`src/rtl/esc_seq_pkg.sv`:
```
// Shared types and defaults for the ESC sequencer: state encoding, speed width and speed helpers.
package esc_seq_pkg;

    localparam int SPD_W = 11;

    localparam logic [SPD_W-1:0] MIN_SPD_DEF   = 11'd64;
    localparam logic [SPD_W-1:0] SLEW_STEP_DEF = 11'd32;
    localparam logic [SPD_W-1:0] SPD_MAX       = '1;

    typedef enum logic [1:0] {
        ST_IDLE   = 2'd0,
        ST_ARMING = 2'd1,
        ST_RUN    = 2'd2,
        ST_FAULT  = 2'd3
    } esc_state_e;

    function automatic logic [SPD_W-1:0] spd_max(input logic [SPD_W-1:0] a,
                                                 input logic [SPD_W-1:0] b);
        return (a > b) ? a : b;
    endfunction

endpackage

```
`src/rtl/esc_slew_lim.sv`:
```
// Per-motor slew limiter: moves cur toward target by at most step, saturating to 0..2047.
module esc_slew_lim
    import esc_seq_pkg::*;
(
    input  logic [SPD_W-1:0] cur,
    input  logic [SPD_W-1:0] target,
    input  logic [SPD_W-1:0] step,
    output logic [SPD_W-1:0] next
);

    logic signed [SPD_W:0] diff;
    logic signed [SPD_W:0] step_s;
    logic        [SPD_W:0] up_sum;

    always_comb begin
        diff   = $signed({1'b0, target}) - $signed({1'b0, cur});
        step_s = $signed({1'b0, step});
        up_sum = {1'b0, cur} + {1'b0, step};
        if (diff > step_s) begin
            next = up_sum[SPD_W] ? SPD_MAX : up_sum[SPD_W-1:0];
        end else if (diff < -step_s) begin
            next = (cur > step) ? (cur - step) : '0;
        end else begin
            next = target;
        end
    end

endmodule

```
`src/rtl/esc_sequencer.sv`:
```
// ESC arming/kill sequencer with frame-aligned, slew-limited speed outputs.
// Optional command watchdog enabled by defining ESC_SEQ_CMD_WDOG_EN.
//
// state     | meaning
// ST_IDLE   | outputs 0, waiting for arm_req
// ST_ARMING | MIN_SPD held for ARM_FRAMES frames
// ST_RUN    | outputs slew toward max(shadow, MIN_SPD) once per frame
// ST_FAULT  | outputs 0; leaves only with kill and arm_req both low
module esc_sequencer
    import esc_seq_pkg::*;
#(
    parameter int               FRAME_W     = 20,
    parameter int               ARM_FRAMES  = 16,
    parameter logic [SPD_W-1:0] MIN_SPD     = MIN_SPD_DEF,
    parameter logic [SPD_W-1:0] SLEW_STEP   = SLEW_STEP_DEF,
    parameter int               WDOG_FRAMES = 8
) (
    input  logic             clk,
    input  logic             rst_n,
    input  logic             arm_req,
    input  logic             kill,
    input  logic             cmd_vld,
    input  logic [SPD_W-1:0] frnt_cmd,
    input  logic [SPD_W-1:0] bck_cmd,
    input  logic [SPD_W-1:0] lft_cmd,
    input  logic [SPD_W-1:0] rght_cmd,
    output logic [SPD_W-1:0] frnt_spd,
    output logic [SPD_W-1:0] bck_spd,
    output logic [SPD_W-1:0] lft_spd,
    output logic [SPD_W-1:0] rght_spd,
    output logic             frame_tick,
    output logic             armed,
    output logic             fault
);

    localparam int ARM_W = $clog2(ARM_FRAMES + 1);

    logic [FRAME_W-1:0] frame_cnt_q, frame_cnt_d;
    esc_state_e         state_q, state_d;
    logic [ARM_W-1:0]   arm_cnt_q, arm_cnt_d;
    logic [SPD_W-1:0]   shadow_q [4];
    logic [SPD_W-1:0]   shadow_d [4];
    logic [SPD_W-1:0]   spd_q    [4];
    logic [SPD_W-1:0]   spd_d    [4];
    logic [SPD_W-1:0]   cmd_in   [4];
    logic [SPD_W-1:0]   tgt      [4];
    logic [SPD_W-1:0]   slew_nxt [4];
    logic               wdog_exp;
    logic               zero_all, load_min, load_slew;

    assign frame_cnt_d = frame_cnt_q + 1'b1;
    assign frame_tick  = &frame_cnt_q;

    // A command arriving on the tick cycle feeds that tick's update directly.
    always_comb begin
        cmd_in[0] = frnt_cmd;
        cmd_in[1] = bck_cmd;
        cmd_in[2] = lft_cmd;
        cmd_in[3] = rght_cmd;
        for (int i = 0; i < 4; i++) begin
            shadow_d[i] = cmd_vld ? cmd_in[i] : shadow_q[i];
            tgt[i]      = spd_max(shadow_d[i], MIN_SPD);
        end
    end

    for (genvar g = 0; g < 4; g++) begin : g_slew
        esc_slew_lim u_slew (
            .cur    (spd_q[g]),
            .target (tgt[g]),
            .step   (SLEW_STEP),
            .next   (slew_nxt[g])
        );
    end

`ifdef ESC_SEQ_CMD_WDOG_EN
    localparam int WDOG_W = $clog2(WDOG_FRAMES + 1);

    logic [WDOG_W-1:0] wdog_q, wdog_d;

    // Held at zero outside RUN so every entry to RUN starts a fresh count.
    always_comb begin
        wdog_d   = wdog_q;
        wdog_exp = 1'b0;
        if (state_q != ST_RUN || cmd_vld) begin
            wdog_d = '0;
        end else if (frame_tick) begin
            wdog_d   = wdog_q + 1'b1;
            wdog_exp = (wdog_d == WDOG_W'(WDOG_FRAMES));
        end
    end

    always_ff @(posedge clk or negedge rst_n) begin
        if (!rst_n) wdog_q <= '0;
        else        wdog_q <= wdog_d;
    end
`else
    logic unused_wdog_cfg;
    assign unused_wdog_cfg = ^WDOG_FRAMES;
    assign wdog_exp        = 1'b0;
`endif

    always_comb begin
        state_d   = state_q;
        arm_cnt_d = arm_cnt_q;
        zero_all  = 1'b0;
        load_min  = 1'b0;
        load_slew = 1'b0;
        if (kill) begin
            state_d  = ST_FAULT;
            zero_all = 1'b1;
        end else begin
            unique case (state_q)
                ST_IDLE: begin
                    zero_all = 1'b1;
                    if (arm_req) begin
                        state_d   = ST_ARMING;
                        arm_cnt_d = '0;
                    end
                end
                ST_ARMING: begin
                    if (!arm_req) begin
                        state_d  = ST_IDLE;
                        zero_all = 1'b1;
                    end else if (frame_tick) begin
                        load_min  = 1'b1;
                        arm_cnt_d = arm_cnt_q + 1'b1;
                        if (arm_cnt_q == ARM_W'(ARM_FRAMES - 1)) state_d = ST_RUN;
                    end
                end
                ST_RUN: begin
                    if (!arm_req) begin
                        state_d  = ST_IDLE;
                        zero_all = 1'b1;
                    end else if (wdog_exp) begin
                        state_d  = ST_FAULT;
                        zero_all = 1'b1;
                    end else if (frame_tick) begin
                        load_slew = 1'b1;
                    end
                end
                ST_FAULT: begin
                    zero_all = 1'b1;
                    if (!arm_req) state_d = ST_IDLE;
                end
                default: begin
                    state_d  = ST_IDLE;
                    zero_all = 1'b1;
                end
            endcase
        end
        for (int i = 0; i < 4; i++) begin
            spd_d[i] = spd_q[i];
            if (zero_all)       spd_d[i] = '0;
            else if (load_min)  spd_d[i] = MIN_SPD;
            else if (load_slew) spd_d[i] = slew_nxt[i];
        end
    end

    always_ff @(posedge clk or negedge rst_n) begin
        if (!rst_n) begin
            frame_cnt_q <= '0;
            state_q     <= ST_IDLE;
            arm_cnt_q   <= '0;
            for (int i = 0; i < 4; i++) begin
                shadow_q[i] <= '0;
                spd_q[i]    <= '0;
            end
        end else begin
            frame_cnt_q <= frame_cnt_d;
            state_q     <= state_d;
            arm_cnt_q   <= arm_cnt_d;
            for (int i = 0; i < 4; i++) begin
                shadow_q[i] <= shadow_d[i];
                spd_q[i]    <= spd_d[i];
            end
        end
    end

    assign frnt_spd = spd_q[0];
    assign bck_spd  = spd_q[1];
    assign lft_spd  = spd_q[2];
    assign rght_spd = spd_q[3];
    assign armed    = (state_q == ST_RUN);
    assign fault    = (state_q == ST_FAULT);

endmodule

```
`config.mk`:
```
export PLATFORM = sky130hd
export DESIGN_NAME = esc_sequencer
export DESIGN_NICKNAME = d
export VERILOG_FILES = /design/src/rtl/esc_seq_pkg.sv /design/src/rtl/esc_slew_lim.sv /design/src/rtl/esc_sequencer.sv
export SDC_FILE = /design/constraint.sdc
export NUM_CORES = 1
export LEC_CHECK = 0
export CORE_ASPECT_RATIO = 0.6
export CORE_MARGIN = 5
export CORE_UTILIZATION = 42
export DETAILED_ROUTE_END_ITERATION = 8
export PLACE_DENSITY = 0.61
export SYNTH_ARGS = -nofsm -noshare
export SYNTH_HDL_FRONTEND = slang
export SYNTH_SLANG_ARGS = --single-unit
```
`constraint.sdc`:
```
create_clock -name clk -period 9 [get_ports clk]
set_clock_uncertainty 0.05 [all_clocks]
set_input_delay 1.8 -clock clk [delete_from_list [all_inputs] [get_ports clk]]
set_output_delay 1.8 -clock clk [all_outputs]
set_load 0.005 [all_outputs]
```
# Word-level counts from Yosys, hierarchy flattened
# Index checks and enable logic that the tools add are counted.
# word_totals
inputBits	49
output_inout_bits	47
ff_bits	115
word_cells	118
# classes
reduce_logical	9
n_addsub	14
magnitude_cmp	16
bitwise	1
muxes	56
n_eq_ne	11
# op_table
cell	n
$mux W11	36
$add A11 B6 Y12 const B	4
$gt A12 B7 Y1 const B	4
$lt A12 B6 Y1 const B	4
$sub A11 B11 Y12	4
$gt A11 B6 Y1 const B	4
$gt A11 B7 Y1 const B	4
$sub A11 B6 Y11 const B	4
$add A20 B1 Y20 const B	1
$reduce_and A20 Y1	1
$mux W5	3
$mux W2	6
$pmux W5 S2	1
$mux W1	8
$ne A4 B4 Y1 const B	2
$ne A2 B2 Y1 const B	3
$pmux W2 S3	1
$reduce_or A2 Y1	3
$add A5 B1 Y5 const B	1
$eq A5 B4 Y1 const B	1
$reduce_and A5 Y1	1
$eq A2 B2 Y1 const B	2
$reduce_and A4 Y1	1
$ne A3 B2 Y1 const B	1
other kinds (7)	7

# Depth between registers and ports, before layout
# Gate-level depths: netlist of run 1.
# depth
depth_word	10
ltp_mapped	23
depth_no_buf	18

# Hierarchy
# A second synthesis of run 1 with hierarchy kept.
# unflattened
cells_unflattened	1861
hier_area_um2	15472.3
# modules_own_cells
mod	n_inst	cells_per_inst	area_each_um2	seq_area_each_um2
esc_sequencer	1	451	5335.1	2877.8
esc_slew_lim (g_slew[1].u_slew ...)	2	352	2568.7	0.0
esc_slew_lim (g_slew[3].u_slew)	1	365	2552.4	0.0
esc_slew_lim (g_slew[0].u_slew)	1	341	2447.3	0.0

# Worst setup path after synthesis of run 1
# OpenSTA, ideal clock, no wires.
# synth_timing
path_type	input to register
start	input cmd_vld
end	register spd_q, in the netlist lft_spd[5]
setup_time_ps	137
arrival_time_ps	6074
path_buffers	6
path_stages	22
path_slack_ps	2739
cell_sequence	buf_2 buf_2 buf_2 buf_2 buf_2 mux2i_1 a31oi_1 nor2_1 nor2_1 inv_1 ha_1 fa_1 nor2b_1 o31a_1 mux2i_1 a2111oi_0 or4b_1 o21ai_1 buf_2 nor2_1 o311ai_0 nand3_1
# synth_between
elab_chain_len	10
word_cells_on_any_way	11
classes_between	1 x add/sub; 3 x order compare; 7 x mux
# synth_rtl
item	line_no	source
start, declared	esc_sequencer.sv:22	input logic cmd_vld,
$mux W11 *	esc_sequencer.sv:61	shadow_d[i] = cmd_vld ? cmd_in[i] : shadow_q[i];
$gt A11 B7 Y1	esc_seq_pkg.sv:19	return (a > b) ? a : b;
$mux W11 *	esc_seq_pkg.sv:19	
$sub A11 B11 Y12	esc_slew_lim.sv:16	diff = $signed({1'b0, target}) - $signed({1'b0, cur});
$lt A12 B6 Y1	esc_slew_lim.sv:21	end else if (diff < -step_s) begin
$mux W11	esc_slew_lim.sv:21	
$mux W11 *	esc_slew_lim.sv:19	if (diff > step_s) begin
$mux W11 *	esc_sequencer.sv:155	else if (load_slew) spd_d[i] = slew_nxt[i];
$mux W11 *	esc_sequencer.sv:154	else if (load_min) spd_d[i] = MIN_SPD;
$mux W11 *	esc_sequencer.sv:153	if (zero_all) spd_d[i] = '0;
end signal, assigned by index	esc_sequencer.sv:174	spd_q[i] <= spd_d[i];
end, declared	esc_sequencer.sv:43	logic [SPD_W-1:0] spd_q [4];
# Mark *: on every way between the ends. The rest lies on a longest branch, timed or not. The select of a mux whose other input is x is not followed.
# A chain may end at the register's enable or synchronous reset.

==> results of run 1 <==
==> per-stage QoR <==
stage / cells / hold slack [ns] / setup WS [ns] / power [mW]
finish: 1470 / 0.406 / 2.01 / 1.77
global route: 1470 / 0.433 / 1.65 / 1.86
global placement: 1439 / 0.396 / 1.83 / 1.04
detailed placement: 1439 / 0.402 / 1.71 / 1.05
CTS: 1470 / 0.411 / 2.13 / 1.77
floorplan: 1085 / 0.373 / 2.74 / 0.912
==> state kept, by name (all words and copies together), names as in the netlist <==
name and flops:
arm_cnt_q 5, bck_spd 11, frame_cnt_q 20, frnt_spd 11
lft_spd 11, rght_spd 11, shadow_q 44, state_q 2
==> power by group through the flow <==
stage | logic (mW) | clock network [mW] | registers [mW]
6_report | 0.494 | 0.719 | 0.554
5_1_grt | 0.548 | 0.756 | 0.556
4_1_cts | 0.488 | 0.728 | 0.554
3_5_place_dp | 0.484 | 0 | 0.563
3_3_place_gp | 0.482 | 0 | 0.562
2_1_floorplan | 0.353 | 0 | 0.559
==> logic make-up after synthesis <==
group / share of synthesized area
and+or+nand+nor: 0.206
xor gates and xnor gates: 0.0449
DFF: 0.307
buffers and inverters: 0.0493
adders and majority gates: 0.0874
muxes: 0.0851
AOI/OAI and AO/OA: 0.220
==> critical path: stages <==
cell and delay [ns]:
buf_2 0.64, buf_4 0.41, mux2_2 0.40, or4_1 0.49, nor2_1 0.32, nor2_1 0.11, inv_1 0.08, ha_1 0.18
nor2b_1 0.07, o31ai_2 0.33, nor4bb_1 0.35, o31ai_1 0.13, or4b_1 0.57, o21ai_1 0.66, nand2_1 0.22, mux2_2 0.31
o211ai_1 0.16
==> worst max path at each step <==
stage | start | end | slack [ns] | depth (start not counted)
after global routing | cmd_vld | lft_spd[5] | 1.65 | 20
after global placement | cmd_vld | lft_spd[9] | 1.83 | 17
after detailed placement | cmd_vld | lft_spd[5] | 1.71 | 17
final | cmd_vld | lft_spd[9] | 2.01 | 17
after floorplan | cmd_vld | lft_spd[5] | 2.74 | 22
after CTS | cmd_vld | lft_spd[9] | 2.13 | 17
==> final cells by class <==
class	instances	area, um2
Fill cell	2026	10800
Multi-Input combinational cell	853	6030
Sequential cell	115	2880
Timing Repair Buffer	104	1010
Clock buffer	18	439
Tap cell	286	358
Inverter	81	304
Clock inverter	13	184
==> routing by layer <==
metal | vias up | part of all wire | track usage
met5 | - | 0 | 0
met4 | 0 | 0.0067 | 0.0331
met1 | 4103 | 0.54 | 0.341
met3 | 15 | 0.053 | 0.0380
met2 | 253 | 0.40 | 0.282
li1 | 4181 | - | -
==> cell usage in the layout (no fill, tap or decap), drive strengths merged, types with 20 or more instances in the layout <==
| cell type | n |
|---|---|
| a21oi | 58 |
| and2 | 21 |
| clkdlybuf4s50 | 93 |
| dfrtp | 115 |
| ha | 59 |
| inv | 82 |
| mux2 | 53 |
| mux2i | 20 |
| nand2 | 87 |
| nand3 | 52 |
| nor2 | 82 |
| nor3 | 35 |
| o21a | 21 |
| o21ai | 60 |
| xnor2 | 31 |
==> flow_metrics.py, run 1 <==
metrics = {
    "run_status": {
        "outcome": "finished clean",
    },
    "route": {
        "vias": 8552,
        "ant_nets": 0,
        "dr.pass1.iters": 5,
        "drc": 0,
        "post_drt_wl_per_cell_um": 18.2,
        "wl_mm": 26.7,
        "vias_per_cell": 5.82,
        "dr.first_iter.drc_count": 912,
    },
    "floorplan": {
        "num_io_pins": 96,
        "coreArea_um2": 22000,
        "initial_utilization": 0.426,
        "rows": 42,
        "die_area_um2": 25500,
        "die_h_um": 126,
        "die_w_um": 203,
    },
    "clock_tree": {
        "cts_tree": "done",
        "cts_resized": 0,
        "ctsHoldBuffers": 0,
        "cts_max_level": 4,
        "cts_buffer_depth": 2,
        "clockRootBuffer": "clkbuf_16",
        "cts_setup_buffers": 0,
        "clock_latency_ns": 0.42,
        "cts_buffers": 17,
        "cts.clk_slew.worst_paths_ns": 0.06,
        "cts_sinks": 115,
    },
    "setup_path": {
        "cp_max_fo": 35,
        "critical_path_arrival_ns": 7.27,
        "reg2reg_depth": 15,
        "cp-end-kind": "flip-flop",
        "rrSetupSlack_ns": 4.08,
        "cp-start-kind": "input port",
        "path_class": "in -> reg",
        "rr_endpoint": "lft_spd[9]",
        "crit_required_ns": 9.28,
        "r2r_start": "shadow_q[18]",
    },
    "placement": {
        "placed_cell_area_um2": 10600,
        "port_buffers": 95,
        "place.gp.congestion": 0.894,
        "hpwl_mm": 20.3,
    },
    "power": {
        "cellLeakagePower_nw": 4.67,
        "peakVddDrop_uv": 174,
        "intPower_mw": 1.21,
        "p_clk_frac": 0.407,
        "comb_power_share": 0.280,
        "powerDensity_nw_per_um2": 158,
        "switching_share": 0.315,
        "p_switching_mw": 0.557,
        "seqPwrFrac": 0.313,
    },
    "finish": {
        "diodes": 0,
        "num-nets-final": 1284,
        "final_area_um2": 11200,
        "utilization": 0.510,
        "area_growth_pct": 19.7,
        "final_layout_size_suffix_gt1_frac": 0.0954,
    },
    "worst_hold_path": {
        "holdPathEnd": "frame_cnt_q[0]",
        "worstHoldPathType": "reg -> reg",
        "holdPathStages": 1,
        "worstHoldStart": "frame_cnt_q[0]",
    },
    "grt": {
        "grt_pass1_wl_mm": 43.3,
        "grt_pass1_vias": 8047,
        "antenna_found_initial": 0,
        "track_usage": 0.207,
        "grt_overflow": 0,
        "grt_max_degree": 60,
    },
    "synth": {
        "synth-seq-area-share": 0.307,
        "yosys.cell_types.count": 82,
        "synthFlopType": "dfrtp_1",
        "synth_top_cell_by_area": "dfrtp_1",
        "synth.top_cell.area_share": 0.307,
        "synth-edff-count": 0,
        "synth_common_cells": "dfrtp_1, nand2_1, nor2_1, inv_1, ha_1",
        "syn-num-nets": 1197,
        "netlist_instances": 1085,
        "yosysWarnings": 0,
        "synth_seq_cells": 115,
        "synth_most_common_cell": "dfrtp_1",
        "async_flop_share": 1.00,
        "syn_avg_cell_area_um2": 8.63,
        "syn-cell-area_um2": 9360,
        "synth.top_cells.by_area": "dfrtp_1, ha_1, mux2_2",
    },
    "flow_run": {
        "cap_violations": 0,
    },
    "sta": {
        "post-route-min-period_ns": 6.99,
        "slew_headroom": 0.205,
        "drv_slew": 0,
        "hold_viol_final": 0,
        "fin_crit_sh": 0.777,
        "clock.fmax_mhz": 143,
        "rsz0062_at_grt": "no",
        "setup_viol": 0,
        "setup_tns_ns": 0,
        "worstMarginPinSlew_ns": 1.19,
    },
}
Power figures use the tool's default switching activity.
==> run 2: changes to the inputs <==
Clock period 9 ns to 6.8 ns, I/O delays scaled along.
==> flow_metrics.py, run 2 (synthesized netlist as in run 1, its figures left out) <==
metrics = {
    "run_status": {
        "outcome": "finished clean",
    },
    "sta": {
        "setup_tns_ns": 0,
        "drv_slew": 0,
        "slew_headroom": 0.325,
        "clock.fmax_mhz": 157,
        "fin_crit_sh": 0.935,
        "worstMarginPinSlew_ns": 1.01,
        "hold_viol_final": 0,
        "post-route-min-period_ns": 6.36,
        "rsz0062_at_grt": "no",
        "setup_viol": 0,
    },
    "route": {
        "post_drt_wl_per_cell_um": 18.1,
        "dr.first_iter.drc_count": 806,
        "drc": 0,
        "wl_mm": 26.7,
        "dr.pass1.iters": 5,
        "ant_nets": 0,
        "vias": 8620,
        "vias_per_cell": 5.83,
    },
    "floorplan": {
        "die_h_um": 126,
        "die_area_um2": 25500,
        "die_w_um": 203,
        "initial_utilization": 0.426,
        "rows": 42,
        "num_io_pins": 96,
        "coreArea_um2": 22000,
    },
    "setup_path": {
        "critPathTopFamily": "compound AO/OA/AOI/OAI gates",
        "crit_required_ns": 7.08,
        "critical_path_arrival_ns": 6.64,
        "path_class": "in -> reg",
        "path_cells": "buf_2 -> buf_12 -> mux2_2 -> or4_1 -> nor2_1 -> nor2_1 -> inv_1 -> ha_1 -> fa_1 -> nor2b_1 -> o31a_1 -> mux2i_1 -> a2111oi_0 -> o211ai_1 -> a211oi_1 -> a21oi_1 -> buf_4 -> mux2_2 -> o211ai_1",
        "crit_buf_inv": 4,
        "cp-end-kind": "flip-flop",
        "rrSetupSlack_ns": 1.80,
        "cp-start-kind": "input port",
        "reg2reg_depth": 17,
        "r2r_start": "shadow_q[18]",
        "critical-path-slowest-cell": "or4_1",
        "cp_max_fo": 37,
        "critPathMaxStageDelay_ns": 0.62,
        "rr_endpoint": "lft_spd[9]",
    },
    "clock_tree": {
        "cts_buffer_depth": 2,
        "cts_sinks": 115,
        "clockRootBuffer": "clkbuf_16",
        "cts_resized": 0,
        "cts.clk_slew.worst_paths_ns": 0.06,
        "cts_max_level": 4,
        "cts_tree": "done",
        "clock_latency_ns": 0.42,
        "cts_buffers": 17,
        "cts_setup_buffers": 0,
        "ctsHoldBuffers": 0,
    },
    "finish": {
        "num-nets-final": 1292,
        "final_layout_size_suffix_gt1_frac": 0.101,
        "area_growth_pct": 19.9,
        "largest_reg_flops": 44,
        "final_cell_mix": "dfrtp_1, clkdlybuf4s50_1, nand2_1",
        "top_register": "shadow_q",
        "fillers": 2103,
        "multi_input_area_um2": 6030,
        "mostFrequentLayoutCell": "dfrtp_1",
        "reg_top3": "shadow_q x44, frame_cnt_q x20",
        "seq_area_um2": 2880,
        "diodes": 0,
    },
    "grt": {
        "met3_usage": 0.0398,
        "track_usage": 0.207,
        "grt_max_degree": 77,
        "grt_pass1_wl_mm": 43.3,
        "grt_most_used_layer": "met1",
        "antenna_found_initial": 0,
        "grt_overflow": 0,
        "grt_pass1_vias": 8052,
        "grtUsageMet1": 0.338,
        "use_met2": 0.281,
    },
    "power": {
        "powerDensity_nw_per_um2": 203,
        "cellLeakagePower_nw": 4.69,
        "peakVddDrop_uv": 187,
        "total_power_mw": 2.28,
    },
    "placement": {
        "place.gp.congestion": 0.895,
        "hpwl_mm": 20.5,
        "port_buffers": 95,
    },
    "worst_hold_path": {
        "holdPathEnd": "frame_cnt_q[0]",
        "worstHoldStart": "frame_cnt_q[0]",
        "holdPathStages": 1,
        "worstHoldPathType": "reg -> reg",
    },
    "flow_run": {
        "cap_violations": 0,
    },
}
==> run 2: worst register-to-register path: cells and delay by family, from the launching register on <==
family	cells	cell delay, ns
AND/OR/NAND/NOR	4	1.16
flip-flops	1	0.37
buffers and inverters	2	0.34
multiplexers	3	0.71
AO/OA/AOI/OAI	6	1.89
adder cells (fa/ha/maj)	2	0.39
==> run 2: how the worst max path moves through the flow <==
stage | start | endpoint | slack [ns] | cells past startpoint
final | cmd_vld | lft_spd[9] | 0.44 | 19
after global routing | cmd_vld | lft_spd[9] | 0.02 | 21
after CTS | cmd_vld | lft_spd[9] | 0.62 | 19
after detailed placement | cmd_vld | lft_spd[9] | 0.18 | 19
after global placement | cmd_vld | lft_spd[9] | 0.17 | 21
after floorplan | cmd_vld | lft_spd[5] | 0.98 | 22
==> run 2: where the power goes <==
group / total (mW) / leakage [nW] / switching, mW / internal (mW)
registers: 0.732 / 1.48 / 0.0152 / 0.717
clock network: 0.880 / 0.275 / 0.344 / 0.536
logic: 0.664 / 2.93 / 0.391 / 0.273
==> run 2: through the flow <==
step	instances	hold WS, ns	cell area (um2)	util	worst slack, ns
finish	1478	0.402	11200	0.511	0.442
global route	1478	0.424	11200	0.511	0.0233
CTS	1478	0.411	11200	0.511	0.623
detailed placement	1447	0.403	10700	0.485	0.182
global placement	1447	0.394	10700	0.485	0.167
floorplan	1085	0.373	9360	-	0.979
==> run 2: cell type report <==
| class | instances | area share |
|---|---|---|
| Timing Repair Buffer | 112 | 0.0965 |
| Clock inverter | 13 | 0.0124 |
| Multi-Input combinational cell | 853 | 0.537 |
| Clock buffer | 18 | 0.0382 |
| Tap cell | 286 | 0.0319 |
| Inverter | 81 | 0.0271 |
| Sequential cell | 115 | 0.256 |
==> run 2: per-layer routing <==
metal  vias up  part of all wire
met5         -                 0
met3        16             0.070
met2       301              0.40
met1      4106              0.53
li1       4197                 -
met4         0            0.0056
